## src/rtl/uart_tx_fifo.sv

```systemverilog
`default_nettype none
// ============================================================================
// Module   : uart_tx_fifo
// Brief    : Byte FIFO feeding an RS-232C transmitter (8N1, LSB first).
//            Define UART_TX_PARITY_EN for 8E1 frames with an even-parity bit.
// Revision : 1.0 - initial release
// ============================================================================
module uart_tx_fifo #(
  parameter int WAIT_CYCLES = 868,
  parameter int DEPTH_LOG2  = 4
) (
  input  logic       clk,
  input  logic       reset,
  input  logic       push_send_data,
  input  logic [7:0] send_data,
  output logic       txd,
  output logic       tx_busy,
  output logic       fifo_full,
  output logic       overflow
);

  localparam int                  c_DEPTH     = 1 << DEPTH_LOG2;
  localparam logic [DEPTH_LOG2:0] c_FULL      = (DEPTH_LOG2 + 1)'(c_DEPTH);
  localparam logic [15:0]         c_BAUD_LAST = 16'(WAIT_CYCLES - 1);

  typedef enum logic [2:0] {
    S_IDLE   = 3'd0,
    S_START  = 3'd1,
    S_DATA   = 3'd2,
`ifdef UART_TX_PARITY_EN
    S_PARITY = 3'd4,
`endif
    S_STOP   = 3'd3
  } state_t;

  state_t                r_state;
  state_t                w_state_next;
  logic [7:0]            r_mem [c_DEPTH];
  logic [DEPTH_LOG2-1:0] r_wr_ptr;
  logic [DEPTH_LOG2-1:0] r_rd_ptr;
  logic [DEPTH_LOG2:0]   r_count;
  logic [DEPTH_LOG2:0]   w_count_next;
  logic [15:0]           r_baud;
  logic [15:0]           w_baud_next;
  logic [2:0]            r_bit_idx;
  logic [2:0]            w_bit_next;
  logic [7:0]            r_shift;
  logic [7:0]            w_shift_next;
  logic                  r_txd;
  logic                  w_txd_next;
  logic                  r_tx_busy;
  logic                  r_fifo_full;
  logic                  r_overflow;
  logic                  w_pop;
  logic                  w_push_ok;
  logic                  w_drop;
  logic                  w_baud_done;
  logic [7:0]            w_head;
`ifdef UART_TX_PARITY_EN
  logic                  r_parity;
  logic                  w_parity_next;
`endif

  assign txd       = r_txd;
  assign tx_busy   = r_tx_busy;
  assign fifo_full = r_fifo_full;
  assign overflow  = r_overflow;

  assign w_head      = r_mem[r_rd_ptr];
  assign w_baud_done = (r_baud == c_BAUD_LAST);
  // A push into a full FIFO still lands when the head leaves on the same edge.
  assign w_push_ok   = push_send_data && ((r_count != c_FULL) || w_pop);
  assign w_drop      = push_send_data && !w_push_ok;

  always_comb begin
    w_count_next = r_count;
    case ({w_push_ok, w_pop})
      2'b10:   w_count_next = r_count + 1'b1;
      2'b01:   w_count_next = r_count - 1'b1;
      default: w_count_next = r_count;
    endcase
  end

  always_comb begin
    w_state_next  = r_state;
    w_baud_next   = w_baud_done ? 16'd0 : r_baud + 16'd1;
    w_bit_next    = r_bit_idx;
    w_shift_next  = r_shift;
    w_pop         = 1'b0;
    w_txd_next    = 1'b1;
`ifdef UART_TX_PARITY_EN
    w_parity_next = r_parity;
`endif
    case (r_state)
      S_IDLE: begin
        w_baud_next = 16'd0;
        if (r_count != '0) begin
          w_pop         = 1'b1;
          w_shift_next  = w_head;
`ifdef UART_TX_PARITY_EN
          w_parity_next = ^w_head;
`endif
          w_state_next  = S_START;
        end
      end
      S_START: begin
        w_txd_next = 1'b0;
        if (w_baud_done) begin
          w_state_next = S_DATA;
          w_bit_next   = 3'd0;
        end
      end
      S_DATA: begin
        w_txd_next = r_shift[0];
        if (w_baud_done) begin
          w_shift_next = {1'b0, r_shift[7:1]};
          w_bit_next   = r_bit_idx + 3'd1;
          if (r_bit_idx == 3'd7) begin
`ifdef UART_TX_PARITY_EN
            w_state_next = S_PARITY;
`else
            w_state_next = S_STOP;
`endif
          end
        end
      end
`ifdef UART_TX_PARITY_EN
      S_PARITY: begin
        w_txd_next = r_parity;
        if (w_baud_done) w_state_next = S_STOP;
      end
`endif
      S_STOP: begin
        w_txd_next = 1'b1;
        if (w_baud_done) w_state_next = S_IDLE;
      end
      default: w_state_next = S_IDLE;
    endcase
  end

  // txd follows the registered state, so the line lags the FSM by one cycle.
  always_ff @(posedge clk) begin
    if (reset) begin
      r_state   <= S_IDLE;
      r_baud    <= 16'd0;
      r_bit_idx <= 3'd0;
      r_shift   <= 8'd0;
      r_txd     <= 1'b1;
`ifdef UART_TX_PARITY_EN
      r_parity  <= 1'b0;
`endif
    end else begin
      r_state   <= w_state_next;
      r_baud    <= w_baud_next;
      r_bit_idx <= w_bit_next;
      r_shift   <= w_shift_next;
      r_txd     <= w_txd_next;
`ifdef UART_TX_PARITY_EN
      r_parity  <= w_parity_next;
`endif
    end
  end

  always_ff @(posedge clk) begin
    if (reset) begin
      r_wr_ptr    <= '0;
      r_rd_ptr    <= '0;
      r_count     <= '0;
      r_fifo_full <= 1'b0;
      r_tx_busy   <= 1'b0;
      r_overflow  <= 1'b0;
    end else begin
      if (w_push_ok) r_wr_ptr <= r_wr_ptr + 1'b1;
      if (w_pop)     r_rd_ptr <= r_rd_ptr + 1'b1;
      r_count     <= w_count_next;
      r_fifo_full <= (w_count_next == c_FULL);
      r_tx_busy   <= (w_count_next != '0) || (w_state_next != S_IDLE);
      r_overflow  <= r_overflow | w_drop;
    end
  end

  always_ff @(posedge clk) begin
    if (w_push_ok && !reset) r_mem[r_wr_ptr] <= send_data;
  end

endmodule
`default_nettype wire

```

## config.mk

```make
export PLATFORM = sky130hd
export DESIGN_NAME = uart_tx_fifo
export DESIGN_NICKNAME = d
export VERILOG_FILES = /design/src/rtl/uart_tx_fifo.sv
export SDC_FILE = /design/constraint.sdc
export NUM_CORES = 1
export LEC_CHECK = 0
export ABC_CLOCK_PERIOD_IN_PS = 3600
export BUFFER_PORTS_ARGS = -buffer_cell sky130_fd_sc_hd__buf_2
export CAP_MARGIN = 20
export CORE_ASPECT_RATIO = 1.5
export CORE_MARGIN = 5
export CORE_UTILIZATION = 55
export CTS_CLUSTER_SIZE = 14
export DETAILED_ROUTE_END_ITERATION = 16
export PLACE_DENSITY = 0.82
export SLEW_MARGIN = 20
export SYNTH_ARGS = -nofsm -noshare
export SYNTH_HDL_FRONTEND = slang
export SYNTH_SLANG_ARGS = --single-unit
export TNS_END_PERCENT = 20
```

## constraint.sdc

```tcl
create_clock -name clk -period 3.6 [get_ports clk]
set_clock_uncertainty 0.2 [all_clocks]
set_input_delay 0.18 -clock clk [delete_from_list [all_inputs] [get_ports clk]]
set_output_delay 0.18 -clock clk [all_outputs]
set_load 0.01 [all_outputs]
```

; ---- Word-level counts from Yosys, hierarchy flattened
; Memory sizes are Yosys's and may differ from the RTL's. A register that Yosys moved wholly into a read port is not among the register bits.
; Index checks and enable logic that the tools add are counted.
; Widths: inputs -> output; s select.
[totals]
ff_bits = 47
latch_bits = 0
mem_bits_rw = 128
romBits = 0
in_bits = 11
output_inout_bits = 4
wordCells = 67
mem_count = 1
[mem_list]
columns = name, words, width, read_ports, rd_clocked_by_memory_dff, write_ports, line
row1 = r_mem, 16, 8, 1, 1, 1, 38  ; logic [7:0] r_mem [c_DEPTH];
[op_classes]
addsub = 6
n_mul = 0
n_div = 0
order_cmp = 0
eq_ne = 12
n_shift = 0
mux = 20
n_bitwise = 1
reduce_logical = 16
[op_table]
columns = operator, n
row1 = $mux 3, 7
row2 = $add 16x1->16 const B, 1
row3 = $eq 16x10->1 const B, 1
row4 = $mux 8, 2
row5 = $pmux 8 s2, 1
row6 = $pmux 3 s4, 1
row7 = $pmux 5 s2, 1
row8 = $reduce_bool 5->1, 2
row9 = $add 4x1->4 const B, 2
row10 = $mux 4, 2
row11 = $eq 3x2->1 const B, 2
row12 = $ne 2x2->1 const B, 3
row13 = $pmux 3 s2, 1
row14 = $reduce_and 3->1, 2
row15 = $add 5x1->5 const B, 1
row16 = $eq 5x5->1 const B, 1
row17 = $ne 5x5->1 const B, 1
row18 = $sub 5x1->5 const B, 1
row19 = $mux 1, 4
row20 = $reduce_bool 2->1, 2
row21 = $add 3x1->3 const B, 1
row22 = $eq 3x1->1 const B, 1
row23 = $eq 3x3->1 const B, 1
row24 = $logic_and 1x1->1, 3
row25 = 9 further kinds, 11

; ---- Longest topological paths before layout
; Gate-level depths: netlist of the first run.
[depth]
depth_word = 9
ltp_mapped = 9
ltp_nobuf = 8

; ---- Worst setup path before layout of the first run
; No wires, ideal clock.
[synth_path]
path_kind = register to register
startpoint = register r_state[2]
endpoint = register r_fifo_full (netlist: fifo_full)
setup_ns = 0.090
arrival_ns = 2.819
required_ns = 3.310
setup_slack_ns = 0.491
path_stages_with_launch = 10
path_buffers = 1
path_cell_list = dfxtp_1 buf_2 or4_4 a21oi_1 ha_1 o21a_1 or4b_1 o211ai_1 a21boi_0 nor4bb_2
[synth_between]
elab_chain_len = 7
[synth_lines]
columns = element, line
row1 = "start, declared", 36  ; state_t r_state;
row2 = "start signal, assigned", 153  ; r_state <= w_state_next;
row3 = $logic_not 3->1 (*), 94  ; case (r_state)
row4 = $mux 1 (*), 94
row5 = $logic_or 1x1->1, 72  ; assign w_push_ok = push_send_data && ((r_count != c_FULL) || w_pop);
row6 = $logic_and 1x1->1, 72
row7 = $eq 2x1->1 / $eq 2x2->1 (equally long branches), 77  ; case ({w_push_ok, w_pop})
row8 = $pmux 5 s2 (*), 77
row9 = $eq 5x5->1 (*), 176  ; r_fifo_full <= (w_count_next == c_FULL);
row10 = "end signal, assigned", 176
row11 = "end, declared", 52  ; logic r_fifo_full;
; Mark *: on every way between the ends. The rest lies on a longest branch, timed or not.
; A chain may end at the register's enable or synchronous reset.

; ---- Worst setup path in the final report of the first run
; Ends and elaborated chain as after synthesis.

==> results.py, run 1 <==
metrics = {
    "outcome": {
        "status": "complete, no violations",
    },
    "placed_design": {
        "gp_congestion": 0.856,
        "hpwl_um": 8940,
        "place_inst": 637,
        "placed_area_sq_um": 7770,
        "io_buffers": 14,
    },
    "synthesis": {
        "mappedNetlistNets": 489,
        "synth_compound_area_share_pct": 5.00,
        "synth_mux_area_share_pct": 15.1,
        "synth_largest_area_cell": "edfxtp_1",
        "ys_warn_count": 0,
        "synth_top_family_by_area": "multiplexers",
        "synth-simple-area-share_pct": 8.00,
        "synth.area.top_cells": "edfxtp_1 (51%), dfxtp_1 (14%), mux4_1 (10%)",
        "synth_seq_area_share_pct": 64.8,
        "synth_fa_ha_area_share_pct": 2.10,
        "synth.ff_latch_count": 179,
        "synth_flop_cell": "edfxtp_1",
        "avgSynthCellArea_sq_um": 16.1,
        "syn-cell-area_sq_um": 7510,
        "yosysTopAreaCellShare_pct": 51.2,
        "synth_enable_flop_cells": 128,
        "synthXorXnorAreaFrac_pct": 2.80,
        "synth_cell_types": 59,
        "synth-async-reset-ratio_pct": 0,
        "synthCells": 466,
    },
    "global_route": {
        "grt_first_pass_wirelength_um": 21900,
        "gr-total-overflow": 0,
        "grt_usage_pct": 17.6,
        "grt_max_degree": 36,
        "grt_pass1_vias": 4240,
        "antenna_found_initial": 0,
    },
    "critical_path": {
        "worstPathArrival_ns": 3.57,
        "crit_family": "simple AND/OR/NAND/NOR gates",
        "reg2reg_to": "fifo_full",
        "cpPeakStageDelay_ns": 0.60,
        "worstPathRequired_ns": 3.74,
        "r2r_slack_ns": 0.18,
        "cp.buffers_inverters": 0,
        "startpoint_type": "flip-flop",
        "path_max_fanout": 10,
        "r2r_cells": 8,
        "cp_cell_sequence": "or4_4, a21oi_1, ha_1, o21a_1, or4b_1, o211ai_1, a21boi_0, nor4bb_2",
        "critical_path_class": "reg2reg",
        "cp-end-kind": "flip-flop",
        "cp_slowest_cell": "or4_4",
        "crit-reg2reg-launch": "r_state[2]",
        "cp.depth": 8,
    },
    "power_and_ir_drop": {
        "ir_drop_mv": 0.332,
        "power.share.sequential_pct": 46.5,
        "switchingPower_uw": 1460,
        "pwr-share-comb_pct": 18.5,
        "clockPowerShare_pct": 35.0,
        "power-per-cell-area_nw_per_um2": 607,
        "p_leak_uw": 0.00287,
        "swShare_pct": 28.4,
        "p_int_uw": 3680,
    },
    "drt": {
        "ant_nets": 0,
        "viasPerCell": 6.04,
        "wl_per_cell_um": 19.8,
        "route.detailed.drc": 0,
        "wl_um": 13400,
        "drt_iter0_drc": 244,
        "vias": 4092,
        "dr.pass1.iters": 4,
    },
    "clocking": {
        "clock-sinks": 179,
        "cts_root_buf": "clkbuf_16",
        "ctsHtreeMaxLevel": 4,
        "cts_setup_buffers": 0,
        "cts_buffer_depth": 2,
        "cts_made_buffers": 17,
        "hold_buffers": 9,
        "cts_tree": "built",
        "worst_skew_pair.late_latency_ns": 0.42,
        "clk_pin_slew_ns": 0.07,
        "cts_resized": 0,
    },
    "floorplanning": {
        "rows": 52,
        "core_sq_um": 13500,
        "initial_utilization_pct": 55.8,
        "io_pins": 15,
        "die_area_sq_um": 16100,
        "die_h_um": 153,
        "die_x_um": 105,
    },
    "cells_and_area": {
        "layoutNonFillerInstCount": 678,
        "nNetsFinal": 526,
        "final_cell_mix": "edfxtp_1 (128), nor2_1 (59), dfxtp_1 (51)",
        "design_area_sq_um": 8460,
        "fillCellCount": 909,
        "layout-drive-gt1-share_pct": 16.5,
        "areaGrowthSynthToFinish_pct": 12.7,
        "mostFrequentLayoutCell": "edfxtp_1",
        "diodes": 0,
    },
    "timing": {
        "setup-violations-final": 0,
        "period_share_pct": 95.1,
        "max_freq_ghz": 0.292,
        "finalMaxSlewViolations": 0,
        "max_slew_margin_pct": 49.5,
        "tns_ns": 0,
        "rsz0062_at_grt": "false",
        "final_hold_viol_count": 0,
        "period_minus_slack_ns": 3.42,
        "worst_pin_slew_ns": 0.757,
    },
    "hold_path": {
        "hold_path_depth": 2,
        "min_from": "reset",
        "holdPathEnd": "r_wr_ptr[2]",
        "worst_hold_path_type": "in2reg",
    },
    "job": {
        "drv_cap": 0,
    },
}
[Yosys cell counts, drive strengths merged (2+ instances only)]
| master | number |
|---|---|
| a211oi | 17 |
| a21o | 3 |
| a21oi | 8 |
| a22oi | 2 |
| a31oi | 2 |
| and3 | 2 |
| and4 | 3 |
| buf | 12 |
| clkbuf | 11 |
| dfxtp | 51 |
| edfxtp | 128 |
| ha | 11 |
| inv | 5 |
| mux2i | 11 |
| mux4 | 40 |
| nand2 | 18 |
| nand2b | 2 |
| nand3 | 10 |
| nand4 | 4 |
| nor2 | 60 |
| nor2b | 4 |
| nor3 | 4 |
| nor4 | 4 |
| o211ai | 4 |
| o21a | 2 |
| o21ai | 2 |
| or3 | 4 |
| or4 | 2 |
| xnor2 | 9 |
| xor2 | 15 |
[cells by family (layout without fill, tap and decap cells)]
logic type | Yosys count | in the layout
AND/OR/NAND/NOR | 123 | 123
multiplexers | 51 | 51
buffers and inverters | 28 | 78
XOR/XNOR | 24 | 24
other | 1 | 1
adder cells (fa/ha/maj) | 12 | 12
AO/OA/AOI/OAI | 48 | 48
flip-flops | 179 | 179
[worst max-delay path by stage]
stage | from | end | slack [ns]
finish | r_state[2] | fifo_full | 0.18
global route | r_state[2] | fifo_full | 0.04
CTS | r_state[2] | fifo_full | 0.18
detailed placement | r_state[2] | fifo_full | 0.19
global placement | r_state[2] | fifo_full | 0.38
floorplan | r_state[2] | fifo_full | 0.49
[flip-flops by register name, indices dropped and copies added, names as in the netlist, 3 cells and up, named ones only]
name       cells
r_count        5
r_baud        16
r_shift        8
r_bit_idx      3
r_state        3
r_rd_ptr       4
r_mem        128
r_wr_ptr       4
[final cells by class]
| class | count | area (sq um) | area share [%] |
|---|---|---|---|
| Clock buffer | 17 | 425 | 5.03 |
| Clock inverter | 15 | 176 | 2.08 |
| Inverter | 5 | 18.8 | 0.222 |
| Multi-Input combinational cell | 259 | 2480 | 29.3 |
| Sequential cell | 179 | 4860 | 57.5 |
| Tap cell | 162 | 203 | 2.40 |
| Timing Repair Buffer | 41 | 295 | 3.49 |
[layer usage]
layer	GRT usage [%]	share of wire, %	up-vias
li1	-	-	1913
met1	20.4	39	2072
met2	33.0	57	87
met3	2.57	2.7	20
met4	5.50	1.5	0
met5	0	0	-
[power groups by stage]
stage	Combinational (uW)	Sequential, uW	Clock (uW)
4_1_cts	957	2390	1840
5_1_grt	1040	2400	1940
2_1_floorplan	813	2400	0
3_3_place_gp	904	2420	0
3_5_place_dp	934	2430	0
6_report	951	2390	1800
[through the flow]
stage	setup slack, ns	hold WS [ns]	util (%)	total power (uW)
after global routing	0.0362	0.0960	62.8	5380
final	0.177	0.0569	62.8	5140
after CTS	0.180	0.0531	62.8	5180
after global placement	0.383	0.241	57.7	3320
after floorplan	0.491	0.0789	-	3220
after detailed placement	0.190	0.258	57.7	3360
Power figures use the tool's default switching activity.
==> run 2: changes to the inputs <==
Settings changed: ABC_AREA set to 1.
==> run 2 against run 1 <==
  * Sequential cell count unchanged
  * Worst hold slack got worse by 0.056 ns
  * Largest power group unchanged
  * Total power increased by 4.9%
  * Die area increased by 0.52%
  * Largest cell class unchanged
  * Final cell count increased by 36%
  * Non-clock buffer count decreased by 15
==> results.py, run 2 <==
metrics = {
    "timing": {
        "period_minus_slack_ns": 2.47,
        "max_freq_ghz": 0.404,
        "worst_pin_slew_ns": 0.895,
        "finalMaxSlewViolations": 0,
        "final_hold_viol_count": 0,
        "tns_ns": 0,
        "max_slew_margin_pct": 40.3,
        "setup-violations-final": 0,
        "rsz0062_at_grt": "false",
        "period_share_pct": 68.7,
    },
    "synthesis": {
        "yosysTopAreaCellShare_pct": 50.9,
        "synth.ff_latch_count": 179,
        "ys_warn_count": 0,
        "synth_largest_area_cell": "edfxtp_1",
        "synth_cell_types": 35,
        "synth_mux_area_share_pct": 0,
        "mappedNetlistNets": 753,
        "synth_flop_cell": "edfxtp_1",
        "synth_seq_area_share_pct": 64.4,
        "synth_fa_ha_area_share_pct": 2.09,
        "synthCells": 730,
        "synth.area.top_cells": "edfxtp_1 (51%), dfxtp_1 (14%), nor2_1 (7.9%)",
        "synth_enable_flop_cells": 128,
        "synth_compound_area_share_pct": 9.84,
        "synth-simple-area-share_pct": 18.4,
        "syn-cell-area_sq_um": 7550,
        "synth_top_family_by_area": "simple AND/OR/NAND/NOR gates",
        "synth-async-reset-ratio_pct": 0,
        "avgSynthCellArea_sq_um": 10.3,
        "synth_commonest_cells": "nor2_1 (158), edfxtp_1 (128), o21ai_0 (79)",
        "post-synth-top-count-cell": "nor2_1",
        "synthXorXnorAreaFrac_pct": 0.464,
    },
    "global_route": {
        "antenna_found_initial": 0,
        "grt_usage_pct": 20.1,
        "gr-total-overflow": 0,
        "grtUsageMet2_pct": 35.5,
        "grt_use_met1_pct": 22.9,
        "grt_first_pass_wirelength_um": 25500,
        "top_usage_layer": "met2",
        "met3_usage_pct": 4.74,
        "grt_pass1_vias": 5137,
        "grt_max_degree": 72,
    },
    "clocking": {
        "cts_buffer_depth": 2,
        "cts_resized": 0,
        "hold_buffers": 10,
        "cts_setup_buffers": 0,
        "cts_root_buf": "clkbuf_16",
        "ctsHtreeMaxLevel": 4,
        "worst_skew_pair.late_latency_ns": 0.42,
        "clk_pin_slew_ns": 0.06,
        "cts_made_buffers": 17,
        "cts_tree": "built",
        "clock-sinks": 179,
    },
    "critical_path": {
        "cp_cell_sequence": "nor3_4, nand3_4, inv_1, ha_1, a21oi_1, nand2_1, xor2_1, inv_1, nand2_1, nand2_1, nand2_2, nor2_1, a21oi_1",
        "critical_path_class": "reg2reg",
        "worstPathArrival_ns": 2.58,
        "worstPathRequired_ns": 3.70,
        "startpoint_type": "flip-flop",
        "cp_common_cell": "nand2_1",
        "cp_slowest_cell": "nor3_4",
        "cp-end-kind": "flip-flop",
        "cpPeakStageDelay_ns": 0.37,
        "path_max_fanout": 7,
    },
    "power_and_ir_drop": {
        "power.total_uw": 5390,
        "p_leak_uw": 0.00305,
        "power-per-cell-area_nw_per_um2": 642,
        "ir_drop_mv": 0.453,
    },
    "drt": {
        "ant_nets": 0,
        "wl_per_cell_um": 17.2,
        "viasPerCell": 5.77,
        "route.detailed.drc": 0,
        "vias": 5303,
        "dr.pass1.iters": 5,
        "drt_iter0_drc": 473,
        "wl_um": 15800,
    },
    "cells_and_area": {
        "nNetsFinal": 767,
        "register_area_sq_um": 4870,
        "areaGrowthSynthToFinish_pct": 11.1,
        "fillCellCount": 1009,
        "post-route-util_pct": 62.3,
        "multi_input_area_sq_um": 2330,
        "layout-drive-gt1-share_pct": 8.32,
        "top_register": "r_mem",
        "largestRegisters": "r_mem: 128 flops, r_baud: 16 flops, r_shift: 8 flops",
        "mostFrequentLayoutCell": "nor2_1",
        "final_cell_mix": "nor2_1 (158), edfxtp_1 (128), o21ai_0 (79)",
        "diodes": 0,
        "largest_reg_flops": 128,
    },
    "floorplanning": {
        "die_area_sq_um": 16200,
        "initial_utilization_pct": 56.1,
        "die_h_um": 154,
        "rows": 52,
        "core_sq_um": 13500,
        "die_x_um": 106,
        "io_pins": 15,
    },
    "placed_design": {
        "hpwl_um": 10200,
        "gp_congestion": 0.931,
        "io_buffers": 14,
    },
    "hold_path": {
        "worst_hold_path_type": "in2reg",
    },
    "outcome": {
        "status": "complete, no violations",
    },
    "job": {
        "drv_cap": 0,
    },
}
-- run 2: cell types whose count changed after synthesis, sizes merged, moves of 11 or more --
cell | previous run | this run
nor2 | 60 | 159
o21ai | 2 | 89
nand3 | 10 | 73
inv | 5 | 52
nand2 | 18 | 59
mux4 | 40 | 0
a21oi | 8 | 32
a211oi | 17 | 0
mux2i | 11 | 0
xor2 | 15 | 4
-- run 2: cell families after synthesis --
logic type | Yosys count
xor+xnor | 4
other cells | 1
buf+inv | 83
simple gates | 311
flops | 179
fa+ha+maj | 12
compound gates | 140
-- run 2: worst paths after layout --
path	cells past startpoint	slack, ns	to	startpoint
worst max-delay path	13	1.13	tx_busy	r_state[2]
worst min-delay path	1	0.001	r_mem[14][4]	send_data[4]
worst max register to register	13	1.13	tx_busy	r_state[2]
worst min register to register	1	0.26	r_baud[0]	r_baud[0]
-- run 2: report_power, final --
part | internal (uW) | total [uW] | switching (uW) | leakage, uW
clock network | 1150 | 1890 | 739 | 0.000299
registers | 2300 | 2360 | 62.6 | 0.00157
logic | 350 | 1130 | 783 | 0.00119
-- run 2: area by class of cell --
cell class / count / area share (%)
inverters: 52 / 2.33
well taps: 162 / 2.42
clock buffers: 17 / 5.07
flip-flops and latches: 179 / 58.0
clock inverters: 15 / 2.25
multi-input cells: 468 / 27.7
repair buffers: 26 / 2.21
-- run 2: per-layer routing --
metal	vias to the layer above	share of wire (%)
met5	-	0
met4	0	3.6
met3	47	6.4
met2	213	52
met1	2486	38
li1	2557	-
-- run 2: worst max-delay path: cells and delay by family, from the launching register on --
kind / cells / cell delay (ns)
compound gates: 2 / 0.25
xor+xnor: 1 / 0.14
fa+ha+maj: 1 / 0.30
buf+inv: 2 / 0.23
flops: 1 / 0.34
simple gates: 7 / 0.89
-- run 2: per-stage QoR --
| step | cells | setup slack, ns | hold WS (ns) | instance area [sq um] |
|---|---|---|---|---|
| after floorplan | 730 | 1.34 | 0.0494 | 7550 |
| after global placement | 877 | 1.24 | 0.226 | 7680 |
| after detailed placement | 877 | 1.14 | 0.240 | 7680 |
| after CTS | 919 | 1.13 | 0.00268 | 8390 |
| after global routing | 919 | 0.902 | 0.000376 | 8390 |
| final | 919 | 1.13 | 0.00123 | 8390 |
==> run 3: changes to the inputs <==
Settings changed: ABC_CLOCK_PERIOD_IN_PS 3600 to 2300.
Clock period 3.6 ns to 2.3 ns, I/O delays scaled along.
==> run 3 against run 2 <==
  * Utilization increased by 2.2 points
  * Routed wire length is 7.4% higher
  * Fmax grew 9.8%
  * Largest cell class unchanged
  * First-iteration DRC count fell by 9.7%
  * Count of clock-buffer cells in the layout grew 1
  * Clock power is 50% higher
  * Non-clock buffer count increased by 30
  * Combinational power up 79%
  * Total power up 59%
==> results.py, run 3 (synthesis results as in run 2) <==
metrics = {
    "outcome": {
        "status": "complete, no violations",
    },
    "global_route": {
        "top_usage_layer": "met2",
        "grt_usage_pct": 21.6,
        "grt_first_pass_wirelength_um": 27300,
        "met3_usage_pct": 3.65,
        "grtUsageMet2_pct": 39.1,
        "grt_max_degree": 50,
        "grt_pass1_vias": 5460,
        "grt_use_met1_pct": 25.1,
        "gr-total-overflow": 0,
        "antenna_found_initial": 0,
    },
    "critical_path": {
        "cpPeakStageDelay_ns": 0.37,
        "cp_slowest_cell": "dfxtp_4",
        "worstPathArrival_ns": 2.36,
        "r2r_slack_ns": 0.05,
        "crit-reg2reg-launch": "r_count[3]",
        "reg2reg_to": "tx_busy",
        "critical_path_class": "reg2reg",
        "startpoint_type": "flip-flop",
        "worstPathRequired_ns": 2.41,
        "crit_path_start": "r_count[3]",
        "cp_common_cell": "nand2_1",
        "path_max_fanout": 4,
        "cp_cell_sequence": "nor2_4, nand3_4, nand3_4, clkinvlp_4, ha_4, a21oi_2, nand2_1, xor2_1, inv_1, nand2_1, nand2_1, nand2_2, nor2_2, a21oi_1",
        "r2r_cells": 14,
        "critPathCapture": "tx_busy",
        "cp-end-kind": "flip-flop",
    },
    "cells_and_area": {
        "fillCellCount": 1022,
        "areaGrowthSynthToFinish_pct": 15.1,
        "largest_reg_flops": 128,
        "mostFrequentLayoutCell": "nor2_1",
        "nNetsFinal": 797,
        "largestRegisters": "r_mem: 128 flops, r_baud: 16 flops, r_shift: 8 flops",
        "diodes": 0,
        "final_cell_mix": "nor2_1 (155), edfxtp_1 (128), o21ai_0 (79)",
        "layout-drive-gt1-share_pct": 13.2,
        "layoutNonFillerInstCount": 949,
        "top_register": "r_mem",
    },
    "power_and_ir_drop": {
        "ir_drop_mv": 0.678,
        "p_leak_uw": 0.00319,
        "power-per-cell-area_nw_per_um2": 988,
    },
    "floorplanning": {
        "die_area_sq_um": 16200,
        "rows": 52,
        "io_pins": 15,
        "core_sq_um": 13500,
        "die_h_um": 154,
        "die_x_um": 106,
        "initial_utilization_pct": 56.1,
    },
    "placed_design": {
        "place_ws_ns": -0.0907,
        "place_inst": 905,
        "gp_congestion": 0.923,
        "io_buffers": 14,
        "hpwl_um": 11000,
    },
    "drt": {
        "wl_um": 17000,
        "wl_per_cell_um": 17.9,
        "vias": 5485,
        "dr.pass1.iters": 6,
        "viasPerCell": 5.78,
        "route.detailed.drc": 0,
        "drt_iter0_drc": 427,
        "ant_nets": 0,
    },
    "job": {
        "drv_cap": 0,
    },
    "timing": {
        "final_hold_viol_count": 0,
        "setup-violations-final": 0,
        "finalMaxSlewViolations": 0,
        "holdWs_ns": 0.264,
        "period_share_pct": 97.9,
        "tns_ns": 0,
        "worst_pin_slew_ns": 0.552,
        "max_slew_margin_pct": 62.9,
        "max_freq_ghz": 0.444,
        "rsz0062_at_grt": "true",
        "finalWorstSetupSlack_ns": 0.0486,
        "period_minus_slack_ns": 2.25,
    },
    "hold_path": {
        "worst_hold_path_type": "reg2reg",
    },
    "clocking": {
        "cts_tree": "built",
        "cts_buffer_depth": 2,
        "worst_skew_pair.late_latency_ns": 0.43,
        "clock-sinks": 179,
        "ctsHtreeMaxLevel": 4,
        "cts_made_buffers": 17,
        "clk_pin_slew_ns": 0.07,
        "cts_root_buf": "clkbuf_16",
    },
}
## run 3: changes by cell type in the layout (fill, tap and decap cells not counted), moves of 2 or more
cell        delta
inv_6          +3
bufinv_16      -2
ha_4           +2
ha_1           -2
clkinv_1       -2
buf_12         +3
clkinv_2       -2
buf_4         +26
nor2_1         -3
dfxtp_1        -2
clkinvlp_4     +2
nor2_4         +2
## run 3: per-stage QoR
stage | util [%] | cell area [sq um] | total power (uW)
2_1_floorplan | - | 7550 | 5100
3_3_place_gp | 58.8 | 7930 | 5550
3_5_place_dp | 58.8 | 7930 | 5650
4_1_cts | 64.1 | 8640 | 8510
5_1_grt | 64.5 | 8690 | 9000
6_report | 64.5 | 8690 | 8590
## run 3: repair_timing
item	in CTS	in global routing
pin swaps	0	2
buffers inserted	0	1
hold buffers	11	0
endpoints found under the hold margin	140	0
endpoints found under the setup margin	2	8
resized for setup	3	12
## run 3: cell type report
class	instances	area, sq um	area share, %
multi-input combinational	468	2390	27.5
inverter	52	199	2.29
sequential	179	4870	56.0
timing repair buffer	56	450	5.18
clock buffer	18	429	4.94
clock inverter	14	154	1.77
tap	162	203	2.33
## run 3: worst min path at each step
stage | startpoint | cells after the start | slack [ns] | endpoint
after detailed placement | reset | 2 | 0.25 | overflow
after global routing | r_rd_ptr[2] | 2 | 0.29 | flip-flop
after floorplan | reset | 1 | -0.02 | r_state[0]
after CTS | r_baud[0] | 1 | 0.26 | r_baud[0]
after global placement | r_baud[0] | 1 | 0.23 | r_baud[0]
final | r_bit_idx[0] | 1 | 0.26 | r_bit_idx[0]
## run 3: power breakdown
| group | switching [uW] | internal (uW) |
|---|---|---|
| registers | 130 | 3600 |
| clock network | 1220 | 1610 |
| logic | 1290 | 727 |
| total | 2650 | 5950 |
## run 3: critical path: cells and delay by family, from the launching register on
kind	cells	cell delay [ns]
AO/OA/AOI/OAI	2	0.22
XOR/XNOR	1	0.14
adder cells (fa/ha/maj)	1	0.30
buffers and inverters	2	0.23
flip-flops	1	0.37
AND/OR/NAND/NOR	8	0.68
## run 3: per-layer routing
metal / vias to the layer above / wire length (um)
li1: 2621 / -
met5: - / 0
met4: 0 / 433
met1: 2567 / 6270
met2: 261 / 9240
met3: 36 / 1030
